### config.mk
export PLATFORM = sky130hd
export DESIGN_NAME = mag_cmp_cascade
export DESIGN_NICKNAME = d
export VERILOG_FILES = /design/src/rtl/cmp_pkg.sv /design/src/rtl/mag_cmp_bit.sv /design/src/rtl/mag_cmp_cascade.sv
export SDC_FILE = /design/constraint.sdc
export NUM_CORES = 1
export LEC_CHECK = 0
export CAP_MARGIN = 10
export CORE_MARGIN = 2
export CORE_UTILIZATION = 30
export DETAILED_ROUTE_END_ITERATION = 6
export REMOVE_ABC_BUFFERS = 1
export SLEW_MARGIN = 40
export SYNTH_ARGS = -nofsm -noshare
export SYNTH_HDL_FRONTEND = slang
export SYNTH_SLANG_ARGS = --single-unit
### constraint.sdc
create_clock -name clk -period 1.6 [get_ports clk]
set_input_delay 0.32 -clock clk [delete_from_list [all_inputs] [get_ports clk]]
set_output_delay 0.32 -clock clk [all_outputs]
set_load 0.05 [all_outputs]
### src/rtl/cmp_pkg.sv
// Shared result encoding for the cascadable magnitude comparator.
// Flags are carried as a one-hot {lt, eq, gt} vector.
package cmp_pkg;

  typedef enum logic [1:0] {
    CMP_LT,
    CMP_EQ,
    CMP_GT
  } cmp_res_t;

  localparam logic [2:0] FLAGS_LT = 3'b100;
  localparam logic [2:0] FLAGS_EQ = 3'b010;
  localparam logic [2:0] FLAGS_GT = 3'b001;

  function automatic logic [2:0] to_flags(cmp_res_t res);
    logic [2:0] flags;
    case (res)
      CMP_LT:  flags = FLAGS_LT;
      CMP_GT:  flags = FLAGS_GT;
      default: flags = FLAGS_EQ;
    endcase
    return flags;
  endfunction

endpackage

### src/rtl/mag_cmp_bit.sv
// One bit of the MSB-first compare chain.
// A decision made by a higher bit passes through; on a tie so far, this bit decides.
module mag_cmp_bit
  import cmp_pkg::*;
(
  input  logic       a_i,
  input  logic       b_i,
  input  logic [2:0] flags_in,
  output logic [2:0] flags_out
);

  always_comb begin
    flags_out = flags_in;
    if (flags_in == FLAGS_EQ) begin
      if (a_i && !b_i)      flags_out = FLAGS_GT;
      else if (!a_i && b_i) flags_out = FLAGS_LT;
    end
  end

endmodule

### src/rtl/mag_cmp_cascade.sv
// Registered, cascadable unsigned magnitude comparator (7485-style).
// Local compare wins when operands differ; otherwise the lower stage's cascade decides.
module mag_cmp_cascade
  import cmp_pkg::*;
#(
  parameter int WIDTH = 4
) (
  input  logic             clk,
  input  logic             rst_n,
  input  logic             in_valid,
  input  logic [WIDTH-1:0] a,
  input  logic [WIDTH-1:0] b,
  input  logic             casc_lt,
  input  logic             casc_eq,
  input  logic             casc_gt,
  output logic             out_valid,
  output logic             lt,
  output logic             eq,
  output logic             gt
);

  logic [WIDTH:0][2:0] chain;
  logic [2:0]          local_flags;
  logic [2:0]          next_flags;

  assign chain[WIDTH] = to_flags(CMP_EQ);

  for (genvar i = WIDTH - 1; i >= 0; i--) begin : g_cell
    mag_cmp_bit u_bit (
      .a_i      (a[i]),
      .b_i      (b[i]),
      .flags_in (chain[i+1]),
      .flags_out(chain[i])
    );
  end

  assign local_flags = chain[0];

  // Illegal cascade combinations (lt and gt both or neither) resolve to eq.
  always_comb begin
    next_flags = local_flags;
    if (local_flags == FLAGS_EQ) begin
      if (casc_eq)                  next_flags = to_flags(CMP_EQ);
      else if (casc_lt && !casc_gt) next_flags = to_flags(CMP_LT);
      else if (casc_gt && !casc_lt) next_flags = to_flags(CMP_GT);
      else                          next_flags = to_flags(CMP_EQ);
    end
  end

  always_ff @(posedge clk or negedge rst_n) begin
    if (!rst_n) begin
      out_valid <= 1'b0;
      lt        <= 1'b0;
      eq        <= 1'b0;
      gt        <= 1'b0;
    end else begin
      out_valid <= in_valid;
      if (in_valid) begin
        lt <= next_flags[2];
        eq <= next_flags[1];
        gt <= next_flags[0];
      end
    end
  end

endmodule

==> out/metrics.yaml <==
drt:
  wl_met2_um: 550
  dr_total_vias: 554
  met1Wirelength_um: 575
  antenna_left: 0
  routed_wire_length_per_instance_um: 11.3
  drt_first_pass_iters: 4
  drtIter0Drc: 28
  drcViolationCount: 0
  avgViaCountPerCell: 5.18
  wl_met3_um: 83
  highest_layer: "met3"
  wirelength_um: 1210
synthesis:
  ys_ff_latch: 4
  ys_types: 27
  yosysWarnings: 0
  yosys-top-cells-area: "dfrtp_1, ha_1, a21oi_1, nor2_1, o21ai_0"
  syn_area_per_cell_um2: 8.06
  synthesis.area_um2: 435
  ys_seq_area_share_pct: 23.0
  synth_top_area_share_pct: 23.0
  netlist_instances: 54
  synth_flop_cell: "dfrtp_1"
  synth_edf_count: 0
  synth_commonest_cells: "nor2_1, a21oi_1, inv_1"
  yosysMostFrequentCell: "nor2_1"
  async_flop_share_pct: 100
  yosysTopAreaCell: "dfrtp_1"
worst_setup_path:
  worstSetupPathType: "primary input to register"
  crit_chain: "buf_8, buf_4, ha_4, nor2_2, a222oi_1, or4_1, o211a_1, a32oi_1"
  startpoint_type: "primary input"
  crit_buf_inv: 2
  end_kind: "register"
  crit_slowest_cell: "or4_1"
  slowest_delay_ns: 0.48
  worstPathArrival_ns: 1.69
  critPathMaxFanout: 4
  crit_family: "simple AND/OR/NAND/NOR gates"
  cp.required_ns: 1.75
layout:
  drive_above_1_share_pct: 40.2
  antenna_cells: 0
  nFillCells: 117
  fin_nets: 112
  multiInputGateArea_um2: 364
  fin_util_pct: 61.9
  stdcell_count: 107
  regArea_um2: 100
  syn_to_final_growth_pct: 89.7
timing:
  rsz0062_at_grt: "true"
  whs_ns: 0.288
  hold_viol: 0
  fin_crit_sh_pct: 96.6
  worst_slew_pin_slew_ns: 0.280
  timing.fmax_mhz: 647
  period_needed_ns: 1.54
  fin_tns_setup_ns: 0
  finClkSkew_ns: 0
  setup_viol: 0
  fin_ws_ns: 0.0550
  slew_headroom_pct: 81.2
  drv_slew: 0
floorplan:
  design.portCount: 18
  rows: 13
  fp.dieH_um: 42.1
  floorplan.die_area_um2: 1770
  core_area_um2: 1330
  die_w_um: 42.1
  start_util_pct: 32.6
grt:
  track_usage_pct: 14.9
  grt_pass1_wl_um: 2110
  grt_start_max_net_pins: 8
  gr-total-overflow: 0
  grt_pass1_vias: 521
  antenna_found_initial: 0
pwr:
  vdd_drop_max_mv: 0.449
  power_per_cell_area_nw_per_um2: 588
  p_leak_nw: 0.385
clock_network:
  cts_max_level: 1
  cts_root_buf: "clkbuf_4"
  tritoncts: "yes"
  cts.sinks: 4
  hold_buffers: 0
  clock_path_buffers: 2
  clk_pin_slew_ns: 0.04
  cts_buffers: 3
  insertion_delay_ns: 0.23
placement:
  place_ws_ns: -0.697
  port-buffer-count: 17
  place_congestion: 0.781
  placed_cells: 102
  dp_hpwl_um: 911
flow_run:
  max-cap-violations: 0
worst_hold_path:
  hold_path_class: "primary input to async pin"
status:
  status: "finished, final reports clean"
[final cells by class]
| class | count | area share, % |
|---|---|---|
| Clock buffer | 3 | 2.73 |
| Inverter | 5 | 2.58 |
| Multi-Input combinational cell | 45 | 44.1 |
| Sequential cell | 4 | 12.1 |
| Tap cell | 15 | 2.27 |
| Timing Repair Buffer | 35 | 36.2 |
[registers in the layout, indices dropped and copies added (netlist names)]
register	count
lt	1
eq	1
gt	1
out_valid	1
[timing repair]
action                                  CTS  global route
gates cloned                              0             0
resized for setup                        21             9
endpoints found under the setup margin    3             3
setup buffers                             2             0
pin swaps                                 7             5
[report_power, final]
group          leakage [nW]  total, mW  switching, mW  internal (mW)
Clock                0.0138      0.124         0.0406         0.0839
Sequential           0.0484      0.117        0.00504          0.112
Combinational         0.323      0.244          0.122          0.122
[per-stage QoR]
step / area, um^2 / power [mW]
2_1_floorplan: 435 / 0.227
3_3_place_gp: 734 / 0.343
3_5_place_dp: 734 / 0.342
4_1_cts: 792 / 0.481
5_1_grt: 826 / 0.518
6_report: 826 / 0.486
[logic make-up after synthesis]
kind of cell | after synthesis | share of synthesized area [%]
AO/OA/AOI/OAI | 18 | 29.3
XOR/XNOR | 2 | 4.02
adder cells (fa/ha/maj) | 4 | 11.5
buffers and inverters | 5 | 4.31
flip-flops | 4 | 23.0
AND/OR/NAND/NOR | 21 | 27.9
[final timing paths]
kind                            depth (start not counted)  endpoint  slack (ns)  start
worst max-delay path                                    8        eq        0.06   a[3]
worst min-delay path                                    1        lt        0.29  rst_n
worst max register to register                          2        lt        0.96     lt
worst min register to register                          2        eq        0.54     eq
max in group asynchronous                               1        gt        1.15  rst_n
min in group clk                                        2        eq        0.54     eq
[placed cells by master (no fill, tap or decap)]
cell,instances
a21boi_0,1
a21o_1,1
a21oi_1,5
a222oi_1,1
a311oi_2,1
a31oi_1,1
a32oi_1,1
and2_1,1
and2b_1,1
and2b_2,1
buf_4,22
buf_6,1
buf_8,1
clkbuf_4,3
clkdlybuf4s15_1,1
clkdlybuf4s50_1,5
dfrtp_1,4
dlygate4sd2_1,4
dlymetal6s2s_1,1
ha_1,2
ha_4,2
inv_1,4
inv_4,1
nand2_1,2
nand2b_1,1
nand3b_1,1
nand4_1,2
nor2_1,4
nor2_2,2
nor2b_1,2
nor3_1,1
nor3_2,1
nor3b_4,1
o211a_1,1
o211ai_1,1
o21ai_0,4
o21ai_4,1
or4_1,1
xnor2_1,2
[layer usage]
layer,vias up,track usage [%]
met2,22,24.7
met1,255,19.9
li1,277,-
met5,-,0
met3,0,3.88
met4,0,1.88
No activity file was read; power rests on OpenSTA's default activity.
